File: config.mk
export PLATFORM = sky130hd
export DESIGN_NAME = selevy_run_ctrl
export DESIGN_NICKNAME = d
export VERILOG_FILES = /design/src/rtl/selevy_run_ctrl.sv
export SDC_FILE = /design/constraint.sdc
export NUM_CORES = 1
export LEC_CHECK = 0
export CORE_MARGIN = 8
export CORE_UTILIZATION = 44
export DETAILED_ROUTE_END_ITERATION = 8
export PLACE_DENSITY = 0.83
export SLEW_MARGIN = 20
export SYNTH_ARGS = -nofsm -noshare
export SYNTH_HDL_FRONTEND = slang
export SYNTH_SLANG_ARGS = --single-unit
export TNS_END_PERCENT = 1
File: constraint.sdc
create_clock -name CLK -period 6.2 [get_ports CLK]
set_input_delay 1.86 -clock CLK [delete_from_list [all_inputs] [get_ports CLK]]
set_output_delay 1.86 -clock CLK [all_outputs]
set_load 0.005 [all_outputs]
File: src/rtl/selevy_run_ctrl.sv
`default_nettype none
// ============================================================================
//  Module   : selevy_run_ctrl
//  Purpose  : Run controller for the selevy core. Sequences core reset,
//             enables the core for a bounded cycle budget and snoops the
//             core RAM write port for a store to the tohost word, then
//             reports done / pass / timeout, the run length and exit value.
//  Ports    : CLK, reset          - clock, synchronous active-high reset
//             start               - launch a run (honoured in IDLE/DONE)
//             mem_we/waddr/wdata  - snooped core RAM write port
//             core_reset, core_en - drive the core's reset and clock enable
//             busy                - high while in RESET or RUN
//             done, pass, timeout - sticky run result
//             cycle_count         - RUN cycles elapsed (saturating)
//             exit_code           - data captured from the tohost write
//  Revision : 1.0 - initial release
// ============================================================================
module selevy_run_ctrl #(
  parameter int RESET_CYCLES = 2,
  parameter int MAX_CYCLES   = 8,
  parameter int CNT_W        = 16,
  parameter int ADDR_W       = 32,
  parameter int DATA_W       = 32,
  parameter int TOHOST_ADDR  = 3,
  parameter int PASS_VALUE   = 1
) (
  input  logic              CLK,
  input  logic              reset,
  input  logic              start,
  input  logic              mem_we,
  input  logic [ADDR_W-1:0] mem_waddr,
  input  logic [DATA_W-1:0] mem_wdata,
  output logic              core_reset,
  output logic              core_en,
  output logic              busy,
  output logic              done,
  output logic              pass,
  output logic              timeout,
  output logic [CNT_W-1:0]  cycle_count,
  output logic [DATA_W-1:0] exit_code
);

  localparam int RCNT_W = (RESET_CYCLES > 1) ? $clog2(RESET_CYCLES) : 1;

  localparam logic [RCNT_W-1:0] C_RCNT_LAST = RCNT_W'(RESET_CYCLES - 1);
  // Only meaningful when a budget is configured; guarded by C_BUDGETED.
  localparam logic [CNT_W-1:0]  C_CNT_LAST  = CNT_W'(MAX_CYCLES - 1);
  localparam logic [CNT_W-1:0]  C_CNT_SAT   = '1;
  localparam logic [ADDR_W-1:0] C_TOHOST    = ADDR_W'(TOHOST_ADDR);
  localparam logic [DATA_W-1:0] C_PASS      = DATA_W'(PASS_VALUE);
  localparam bit                C_BUDGETED  = (MAX_CYCLES != 0);

  typedef enum logic [1:0] {
    S_IDLE  = 2'd0,
    S_RESET = 2'd1,
    S_RUN   = 2'd2,
    S_DONE  = 2'd3
  } state_t;

  state_t              r_state;
  logic [RCNT_W-1:0]   r_rcnt;

  state_t              w_state;
  logic [RCNT_W-1:0]   w_rcnt;
  logic [CNT_W-1:0]    w_cnt;
  logic [DATA_W-1:0]   w_exit;
  logic                w_done;
  logic                w_pass;
  logic                w_timeout;
  logic                w_hit;
  logic                w_budget_end;

  assign w_hit        = (r_state == S_RUN) && mem_we && (mem_waddr == C_TOHOST);
  assign w_budget_end = C_BUDGETED && (cycle_count == C_CNT_LAST);

  // Next-state and next-output logic. Status registers hold by default.
  always_comb begin
    w_state   = r_state;
    w_rcnt    = r_rcnt;
    w_cnt     = cycle_count;
    w_exit    = exit_code;
    w_done    = done;
    w_pass    = pass;
    w_timeout = timeout;

    case (r_state)
      S_IDLE, S_DONE: begin
        if (start) begin
          w_state   = S_RESET;
          w_rcnt    = '0;
          w_cnt     = '0;
          w_exit    = '0;
          w_done    = 1'b0;
          w_pass    = 1'b0;
          w_timeout = 1'b0;
        end
      end
      S_RESET: begin
        // Exactly RESET_CYCLES edges are spent here before RUN.
        if (r_rcnt == C_RCNT_LAST) begin
          w_state = S_RUN;
        end else begin
          w_rcnt = r_rcnt + 1'b1;
        end
      end
      S_RUN: begin
        // The terminating edge still counts as a run cycle.
        if (cycle_count != C_CNT_SAT) begin
          w_cnt = cycle_count + 1'b1;
        end
        // A tohost store on the last budget cycle wins over the timeout.
        if (w_hit) begin
          w_state = S_DONE;
          w_exit  = mem_wdata;
          w_pass  = (mem_wdata == C_PASS);
          w_done  = 1'b1;
        end else if (w_budget_end) begin
          w_state   = S_DONE;
          w_done    = 1'b1;
          w_timeout = 1'b1;
        end
      end
      default: begin
        w_state = S_IDLE;
      end
    endcase
  end

  // State and all outputs are registered; core controls follow next state
  // so they line up with the state they describe.
  always_ff @(posedge CLK) begin
    if (reset) begin
      r_state     <= S_IDLE;
      r_rcnt      <= '0;
      core_reset  <= 1'b1;
      core_en     <= 1'b0;
      busy        <= 1'b0;
      done        <= 1'b0;
      pass        <= 1'b0;
      timeout     <= 1'b0;
      cycle_count <= '0;
      exit_code   <= '0;
    end else begin
      r_state     <= w_state;
      r_rcnt      <= w_rcnt;
      core_reset  <= (w_state != S_RUN);
      core_en     <= (w_state == S_RUN);
      busy        <= (w_state == S_RESET) || (w_state == S_RUN);
      done        <= w_done;
      pass        <= w_pass;
      timeout     <= w_timeout;
      cycle_count <= w_cnt;
      exit_code   <= w_exit;
    end
  end

endmodule
`default_nettype wire

==> results.yml, run 1 <==
route:
  detail_route.wl_per_cell_um: 18.1
  count_of_tritonroute_iterations_in_the_first_routing_pass: 4
  drt_drc_violations_left: 0
  1st_iter_drt_viols: 88
  vias_per_cell: 5.57
  drtAntennaViolNets: 0
  drt_wl_total_um: 8190
  routed_vias: 2523
logic_synthesis:
  synth-edff-count: 0
  synth_ff_type: "sky130_fd_sc_hd__dfxtp_1"
  synth.yosys.warnings: 0
  sequential_share_of_the_synthesized_area_pct: 44.9
  postSynthNetCount: 328
  synth.cell_area_um2: 2540
  synth_top_area_share_pct: 44.9
  post_synth_inst_count: 254
  ys_types: 45
  synth.largest_area_cell: "sky130_fd_sc_hd__dfxtp_1"
  synth.avg_cell_area_um2: 9.99
  synth.top_cells.by_area: "sky130_fd_sc_hd__dfxtp_1, sky130_fd_sc_hd__a22o_1, sky130_fd_sc_hd__nor4_1"
  synth.ff_latch_count: 57
  asyncSetResetFlopFracSynth_pct: 0
timing:
  setup_viol: 0
  tightest_slew_ns: 0.780
  timing.max_slew.rel_slack_pct: 47.6
  fin_setup_tns_ns: 0
  period_share_pct: 59.5
  setup_ws_ns: 2.51
  fmax_ghz: 0.271
  final-max-slew-violation-count: 0
  final-hold-violation-count: 0
  period_minus_slack_ns: 3.69
  timing.clock.skew_ns: 0.00834
  rsz0062_at_grt: "no"
clock_network:
  root_buffer: "sky130_fd_sc_hd__clkbuf_8"
  cts.repair.resized: 0
  clockBufferDepth: 2
  post_cts.repair.setup_buffers: 0
  hold_buffers: 0
  tritoncts: "done"
  clock_tree.htree_level_count: 3
  tritoncts.num_buffers: 9
  clock_sink_count: 57
  clock_insertion_delay_worst_skew_ns: 0.33
  clk_transition_reported_paths_ns: 0.06
grt:
  grt_antenna_before_repair: 0
  globalRoute.totalOverflow: 0
  grt_pass1_wl_um: 13100
  pin_count_of_the_biggest_net_entering_global_routing: 34
  grt_util_all_layers_pct: 19.2
  grt_pass1_vias: 2500
critical_path:
  worstSetupPathDepth: 7
  reg2reg_setup_slack_ns: 3.70
  rr_startpoint: "r_state[0]"
  worst-endpoint-arrival_ns: 3.96
  worst_setup_path_startpoint: "mem_waddr[14]"
  worst_setup_path_end_kind: "flip-flop"
  critPathTopFamily: "simple AND/OR/NAND/NOR gates"
  cpMaxStageDelayCell: "sky130_fd_sc_hd__clkdlybuf4s50_1"
  timing.critical_path.from_type: "primary input"
  crit-reg2reg-capture: "exit_code[30]"
  path_class: "in -> reg"
  critPathBufInv: 2
  timing.critical_path.fanout_max: 31
  path_cells: "clkdlybuf4s50_1 > nor4_2 > nand4_1 > or3_4 > nor4b_4 > buf_4 > a22o_1"
  cells_on_worst_reg2reg_path: 8
  longest_individual_stage_delay_on_the_worst_path_ns: 0.44
  worst-endpoint-required_ns: 6.46
floorplanning:
  floorplan.die.height_um: 92.0
  die_w_um: 92.0
  core_area_um2: 5540
  placement_rows: 27
  die_area_um2: 8460
  starting_density_of_the_core_pct: 45.8
  ioPinCount: 122
layout:
  mostFrequentLayoutCell: "sky130_fd_sc_hd__clkdlybuf4s50_1"
  number_of_nets_at_the_end_of_the_flow: 450
  most-common-layout-cells: "sky130_fd_sc_hd__clkdlybuf4s50_1, sky130_fd_sc_hd__dfxtp_1, sky130_fd_sc_hd__a22o_1"
  final_core_utilization_pct: 71.2
  syn2layout_area_growth_pct: 55.3
  antenna_cells: 0
  n_fill_cell: 440
  finish.instance_area_um2: 3940
  share_of_cells_above_drive_strength_1_pct: 7.35
place:
  post-dp-hpwl_um: 6310
  port_buffers: 121
  routabilityCongestion: 0.822
  placed_area_um2: 3750
  pre_cts_ws_ns: 2.20
worst_hold_path:
  worst_hold_path_type: "reg -> reg"
  min_path_cells: 1
  min-delay-start: "exit_code[4]"
  timing.hold.worst_endpoint: "exit_code[4]"
pwr:
  vdd.ir_drop.worst_v: 0.000132
  power.density_cell_area_nw_per_um2: 203
  post-layout-total-power_uw: 802
  power.leakage_uw: 0.00135
status:
  status: "completed"
flow_run:
  maxCapViolCount: 0
power breakdown:
part           total (µW)  switching, µW  internal, µW
Combinational        94.2           42.2          52.0
Sequential            370           1.30           369
Clock                 338            154           184
worst max-delay path by stage:
stage | end | slack (ns)
5_1_grt | exit_code[30] | 2.39
6_report | exit_code[30] | 2.51
3_5_place_dp | exit_code[24] | 2.20
4_1_cts | exit_code[30] | 2.53
3_3_place_gp | exit_code[1] | 2.21
2_1_floorplan | busy | 2.86
per-stage QoR:
stage               std cells  hold slack [ns]
floorplan                 254            0.456
global route              453            0.490
detailed placement        437            0.463
global placement          437            0.445
CTS                       453            0.483
finish                    453            0.481
area by class of cell:
class                   count  area [µm²]  area share (%)
well taps                  72        90.1            2.28
repair buffers            123        1230            31.1
clock buffers               9         124            3.14
multi-input cells         179        1270            32.1
flip-flops and latches     57        1140            28.9
inverters                   6        22.5           0.571
clock inverters             7        71.3            1.81
cells in the mapped netlist, types with 4 or more instances:
master                      n
sky130_fd_sc_hd__xnor2_1   12
sky130_fd_sc_hd__nor4_1    19
sky130_fd_sc_hd__nand2_1    8
sky130_fd_sc_hd__a211oi_1   8
sky130_fd_sc_hd__nand3_1    7
sky130_fd_sc_hd__a22o_1    32
sky130_fd_sc_hd__inv_1      6
sky130_fd_sc_hd__a21oi_1    7
sky130_fd_sc_hd__nand4_1   10
sky130_fd_sc_hd__buf_6      4
sky130_fd_sc_hd__nor3_1     7
sky130_fd_sc_hd__ha_1       6
sky130_fd_sc_hd__dfxtp_1   57
sky130_fd_sc_hd__nor2_1    23
registers in the layout, indices dropped and copies added (netlist names):
register / flops
exit_code: 32
done: 1
pass: 1
r_rcnt: 1
core_en: 1
cycle_count: 16
timeout: 1
busy: 1
r_state: 2
core_reset: 1
per-layer routing:
metal,wire length (µm),GRT usage [%]
met5,0,0
met4,83,6.17
met3,599,5.54
met2,3810,30.2
met1,3700,24.5
worst reg2reg max path, cell delays in order (launching register included):
cell	delay, ns
sky130_fd_sc_hd__dfxtp_1	0.35
sky130_fd_sc_hd__inv_1	0.07
sky130_fd_sc_hd__ha_1	0.39
sky130_fd_sc_hd__inv_1	0.14
sky130_fd_sc_hd__nor2_1	0.30
sky130_fd_sc_hd__o31ai_2	0.09
sky130_fd_sc_hd__buf_4	0.22
sky130_fd_sc_hd__nor2_4	0.60
sky130_fd_sc_hd__a22o_1	0.27
cells by family (layout without fill, tap and decap cells):
kind of cell             count (synthesis)  after routing  share of synthesized area (%)
AND/OR/NAND/NOR                        101            101                           24.1
AO/OA/AOI/OAI                           59             59                           18.3
flip-flops                              57             57                           44.9
XOR/XNOR                                12             12                           4.14
buffers and inverters                   18            145                           5.13
multiplexers                             1              1                          0.444
adder cells (fa/ha/maj)                  6              6                           2.96
Note: power is estimated with default switching activity, not from simulation.
==> run 2: changes to the inputs <==
CORE_UTILIZATION = 37   (was 44)
PLACE_DENSITY = 0.74   (was 0.83)
clock period = 3.2 ns   (was 6.2 ns; I/O delays follow)
==> results.yml, run 2 (synthesized netlist as in run 1, its figures left out) <==
clock_network:
  clock_insertion_delay_worst_skew_ns: 0.33
  clock_sink_count: 57
  clk_transition_reported_paths_ns: 0.06
  tritoncts: "done"
  root_buffer: "sky130_fd_sc_hd__clkbuf_8"
  tritoncts.num_buffers: 9
  clockBufferDepth: 2
  clock_tree.htree_level_count: 3
  post_cts.repair.setup_buffers: 0
  cts.repair.resized: 0
  hold_buffers: 0
critical_path:
  worst-endpoint-required_ns: 3.47
  cpMaxStageDelayCell: "sky130_fd_sc_hd__clkdlybuf4s50_1"
  worst-endpoint-arrival_ns: 3.00
  longest_individual_stage_delay_on_the_worst_path_ns: 0.44
  worst_setup_path_end_kind: "flip-flop"
  path_cells: "clkdlybuf4s50_1 > nor4_2 > nand4_1 > or3_4 > nor4b_4 > buf_12 > a22o_1"
  timing.critical_path.fanout_max: 31
  path_class: "in -> reg"
  timing.critical_path.from_type: "primary input"
worst_hold_path:
  worst_hold_path_type: "reg -> reg"
timing:
  fin_setup_tns_ns: 0
  timing.max_slew.rel_slack_pct: 49.9
  fmax_ghz: 0.365
  setup_viol: 0
  tightest_slew_ns: 0.750
  period_minus_slack_ns: 2.74
  period_share_pct: 85.5
  timing.clock.skew_ns: 0.00957
  final-hold-violation-count: 0
  rsz0062_at_grt: "no"
  finalHoldWorstSlack_ns: 0.469
  final-max-slew-violation-count: 0
pwr:
  p_switching_uw: 368
  power.leakage_uw: 0.00137
  cellInternalPower_uw: 1190
  vdd.ir_drop.worst_v: 0.000185
  power.density_cell_area_nw_per_um2: 392
  sw_frac_of_total_pct: 23.6
  power_frac_seq_pct: 45.9
  combPwrFrac_pct: 11.8
  power.share.clock_pct: 42.3
route:
  count_of_tritonroute_iterations_in_the_first_routing_pass: 4
  met2_length_um: 3590
  highest-signal-layer: "met4"
  routed_vias: 2472
  drt_drc_violations_left: 0
  dr_wl_met3_um: 627
  drtAntennaViolNets: 0
  drt_wl_total_um: 7950
  vias_per_cell: 5.33
  1st_iter_drt_viols: 65
  detail_route.wl_per_cell_um: 17.1
  detail_route.wirelength.met1_um: 3680
layout:
  share_of_cells_above_drive_strength_1_pct: 7.81
  post_layout_nonfiller_instances: 464
  multi_input_comb_area_um2: 1270
  most-common-layout-cells: "sky130_fd_sc_hd__clkdlybuf4s50_1, sky130_fd_sc_hd__dfxtp_1, sky130_fd_sc_hd__a22o_1"
  largest_register_ff_count: 32
  number_of_nets_at_the_end_of_the_flow: 453
  mostFrequentLayoutCell: "sky130_fd_sc_hd__clkdlybuf4s50_1"
  n_fill_cell: 576
  largest_register: "exit_code"
  antenna_cells: 0
  syn2layout_area_growth_pct: 57.1
  top_flop_regs: "exit_code (32), cycle_count (16), r_state (2)"
  register_area_um2: 1140
floorplanning:
  die_area_um2: 9770
  ioPinCount: 122
  die_w_um: 98.8
  placement_rows: 30
  starting_density_of_the_core_pct: 37.8
  core_area_um2: 6720
  floorplan.die.height_um: 98.8
place:
  routabilityCongestion: 0.853
  post-dp-hpwl_um: 6080
  dp_cells: 448
  port_buffers: 121
status:
  status: "completed"
grt:
  globalRoute.totalOverflow: 0
  grt_util_all_layers_pct: 15.9
  grt_pass1_vias: 2512
  grt_pass1_wl_um: 12600
  grt_antenna_before_repair: 0
  pin_count_of_the_biggest_net_entering_global_routing: 34
flow_run:
  maxCapViolCount: 0
[run 2: cell count changes in the layout (fill, tap and decap cells not counted)]
cell / previous run / this run
sky130_fd_sc_hd__clkbuf_8: 9 / 10
sky130_fd_sc_hd__buf_4: 2 / 4
sky130_fd_sc_hd__clkinv_4: 1 / 0
sky130_fd_sc_hd__clkinvlp_4: 3 / 2
sky130_fd_sc_hd__clkbuf_1: 0 / 1
sky130_fd_sc_hd__buf_12: 0 / 1
[run 2: worst paths after layout]
path / startpoint / cells after the start / slack [ns] / end
max: mem_waddr[14] / 7 / 0.46 / exit_code[22]
min: exit_code[0] / 1 / 0.47 / exit_code[0]
max reg2reg: r_state[0] / 7 / 0.83 / exit_code[1]
min reg2reg: exit_code[0] / 1 / 0.47 / exit_code[0]
[run 2: stage by stage]
stage | setup WS, ns | cell area, µm² | util (%) | total power, µW
finish | 0.463 | 3990 | 59.4 | 1560
global route | 0.375 | 3990 | 59.4 | 1630
CTS | 0.500 | 3990 | 59.4 | 1580
detailed placement | 0.145 | 3790 | 56.4 | 915
global placement | 0.158 | 3790 | 56.4 | 913
floorplan | 0.763 | 2540 | - | 806
[run 2: routing by layer]
layer | vias up | track usage, %
li1 | 1222 | -
met1 | 1152 | 20.1
met2 | 92 | 24.7
met3 | 6 | 5.64
met4 | 0 | 4.49
met5 | - | 0
[run 2: critical path: cells and delay by family]
kind                   cells  cell delay (ns)
AND/OR/NAND/NOR            4             1.23
buffers and inverters      2             0.66
AO/OA/AOI/OAI              1             0.14
[run 2: cell type report]
cell class,count,share of cell area [%]
Clock buffer,11,3.54
Inverter,6,0.565
Timing Repair Buffer,126,31.6
Tap cell,80,2.51
Clock inverter,5,1.38
Multi-Input combinational cell,179,31.8
Sequential cell,57,28.6
[run 2: power groups by stage]
stage	combinational (µW)	clock (µW)	sequential, µW
after floorplan	73.9	0	733
final	184	661	717
after global routing	199	712	717
after detailed placement	182	0	733
after CTS	183	681	717
after global placement	180	0	733
==> run 3: changes to the inputs <==
ABC_AREA = 1   (was unset)
CORE_UTILIZATION = 40   (was 37)
TNS_END_PERCENT = 30   (was 1)
==> results.yml, run 3 <==
layout:
  mostFrequentLayoutCell: "sky130_fd_sc_hd__nand2_1"
  most-common-layout-cells: "sky130_fd_sc_hd__nand2_1, sky130_fd_sc_hd__clkdlybuf4s50_1, sky130_fd_sc_hd__nor2_1"
  number_of_nets_at_the_end_of_the_flow: 682
  n_fill_cell: 773
  largest_register: "exit_code"
  syn2layout_area_growth_pct: 44.4
  top_flop_regs: "exit_code (32), cycle_count (16), r_state (2)"
  antenna_cells: 0
  share_of_cells_above_drive_strength_1_pct: 8.81
  largest_register_ff_count: 32
  finish.instance_area_um2: 4670
critical_path:
  crit-reg2reg-capture: "busy"
  timing.critical_path.from_type: "primary input"
  path_class: "in -> reg"
  worst-endpoint-required_ns: 3.47
  timing.critical_path.fanout_max: 3
  cells_on_worst_reg2reg_path: 11
  worst_setup_path_end_kind: "flip-flop"
  worst-endpoint-arrival_ns: 2.64
  reg2reg_setup_slack_ns: 1.13
  rr_startpoint: "r_state[0]"
route:
  drtAntennaViolNets: 0
  vias_per_cell: 4.89
  drt_wl_total_um: 9770
  1st_iter_drt_viols: 210
  routed_vias: 3508
  detail_route.wl_per_cell_um: 13.6
  drt_drc_violations_left: 0
  count_of_tritonroute_iterations_in_the_first_routing_pass: 5
grt:
  grt_antenna_before_repair: 0
  grt_pass1_vias: 3203
  globalRoute.totalOverflow: 0
  grt_util_all_layers_pct: 16.5
  grt_pass1_wl_um: 15100
  pin_count_of_the_biggest_net_entering_global_routing: 67
worst_hold_path:
  min-delay-start: "exit_code[13]"
  worst_hold_path_type: "reg -> reg"
  timing.hold.worst_endpoint: "exit_code[13]"
  min_path_cells: 2
timing:
  tightest_slew_ns: 0.649
  timing.max_slew.rel_slack_pct: 56.7
  timing.clock.skew_ns: 0.00922
  final-max-slew-violation-count: 0
  fmax_ghz: 0.423
  setup_viol: 0
  rsz0062_at_grt: "no"
  period_minus_slack_ns: 2.37
  period_share_pct: 73.9
  final-hold-violation-count: 0
  fin_setup_tns_ns: 0
  finalHoldWorstSlack_ns: 0.484
pwr:
  power.density_cell_area_nw_per_um2: 502
  power.leakage_uw: 0.00182
  vdd.ir_drop.worst_v: 0.000231
  post-layout-total-power_uw: 2350
logic_synthesis:
  synth-edff-count: 0
  synth.avg_cell_area_um2: 6.52
  sequential_share_of_the_synthesized_area_pct: 35.3
  synth.cell_area_um2: 3240
  synth_top_area_share_pct: 35.3
  synth.largest_area_cell: "sky130_fd_sc_hd__dfxtp_1"
  synth.top_cells.by_area: "sky130_fd_sc_hd__dfxtp_1, sky130_fd_sc_hd__nand2_1, sky130_fd_sc_hd__nor2_1"
  synth.ff_latch_count: 57
  post_synth_inst_count: 496
  synth_ff_type: "sky130_fd_sc_hd__dfxtp_1"
  asyncSetResetFlopFracSynth_pct: 0
  postSynthNetCount: 570
  synth.yosys.warnings: 0
  yosys.cell_count.top_type: "sky130_fd_sc_hd__nand2_1"
  ys_types: 34
  synthTopCellsByCount: "sky130_fd_sc_hd__nand2_1, sky130_fd_sc_hd__nor2_1, sky130_fd_sc_hd__dfxtp_1, sky130_fd_sc_hd__nand3_1, sky130_fd_sc_hd__a21oi_1"
floorplanning:
  ioPinCount: 122
  die_w_um: 106
  die_area_um2: 11200
  starting_density_of_the_core_pct: 40.4
  core_area_um2: 8010
  floorplan.die.height_um: 106
  placement_rows: 33
clock_network:
  hold_buffers: 0
  cts.repair.resized: 0
  root_buffer: "sky130_fd_sc_hd__clkbuf_8"
  clock_sink_count: 57
  clock_tree.htree_level_count: 3
  clockBufferDepth: 2
  post_cts.repair.setup_buffers: 0
  tritoncts.num_buffers: 9
  clock_insertion_delay_worst_skew_ns: 0.34
  clk_transition_reported_paths_ns: 0.07
  tritoncts: "done"
place:
  post-dp-hpwl_um: 7220
  port_buffers: 121
  placed_area_um2: 4480
  routabilityCongestion: 0.861
status:
  status: "completed"
flow_run:
  maxCapViolCount: 0
==> run 3: changes by cell type after synthesis, moves of 6 or more <==
cell                       change
sky130_fd_sc_hd__a211oi_1      -8
sky130_fd_sc_hd__nand3_1      +44
sky130_fd_sc_hd__nor2_1       +75
sky130_fd_sc_hd__inv_1        +25
sky130_fd_sc_hd__xnor2_1      -12
sky130_fd_sc_hd__clkbuf_1      +6
sky130_fd_sc_hd__a21oi_1      +34
sky130_fd_sc_hd__a21oi_2      +11
sky130_fd_sc_hd__nor4_1       -18
sky130_fd_sc_hd__buf_2         +6
sky130_fd_sc_hd__a22o_1       -32
sky130_fd_sc_hd__nand2_1     +123
==> run 3: report_power, final <==
group          switching (µW)  leakage [µW]  internal, µW
clock network             305      0.000102           375
logic                     393       0.00125           407
registers                60.2      0.000466           806
==> run 3: worst max-delay path by stage <==
stage / start / to / cells after the start
3_3_place_gp: mem_waddr[31] / busy / 10
6_report: mem_waddr[31] / busy / 10
5_1_grt: mem_waddr[22] / busy / 11
4_1_cts: cycle_count[5] / cycle_count[5] / 1
3_5_place_dp: mem_waddr[31] / busy / 10
2_1_floorplan: mem_waddr[19] / busy / 10
==> run 3: cells by family after synthesis <==
| kind of cell | synth area share, % |
|---|---|
| and+or+nand+nor | 41.1 |
| buffers and inverters | 9.44 |
| AOI/OAI and AO/OA | 11.3 |
| DFF | 35.3 |
| adders and majority gates | 2.32 |
| xor gates and xnor gates | 0.541 |
==> run 3: cell type report <==
type,count,area [µm²],area share [%]
clock inverters,6,57.6,1.23
repair buffers,127,1280,27.4
multi-input cells,378,1790,38.4
clock buffers,10,138,2.95
well taps,105,131,2.81
flip-flops and latches,57,1140,24.4
inverters,35,131,2.81
==> run 3: worst max-delay path, stage by stage <==
cell and delay (ns):
sky130_fd_sc_hd__clkdlybuf4s50_1 0.46, sky130_fd_sc_hd__nor2_1 0.04, sky130_fd_sc_hd__nor3b_1 0.12, sky130_fd_sc_hd__nand2_1 0.11, sky130_fd_sc_hd__inv_1 0.05, sky130_fd_sc_hd__nand2_1 0.12
sky130_fd_sc_hd__nand3_1 0.11, sky130_fd_sc_hd__a21boi_0 0.28, sky130_fd_sc_hd__ha_1 0.29, sky130_fd_sc_hd__nor2_1 0.09
==> run 3: per-layer routing <==
| layer | GRT usage, % | up-vias | routed length, µm |
|---|---|---|---|
| li1 | - | 1813 | - |
| met1 | 18.6 | 1586 | 4180 |
| met2 | 28.4 | 100 | 4770 |
| met3 | 5.20 | 9 | 711 |
| met4 | 6.73 | 0 | 112 |
| met5 | 0 | - | 0 |
==> run 3: through the flow <==
step	setup slack, ns	cells	util, %
floorplan	1.12	496	-
global placement	0.577	702	55.9
detailed placement	0.480	702	55.9
CTS	0.830	718	58.3
global route	0.658	718	58.3
finish	0.834	718	58.3
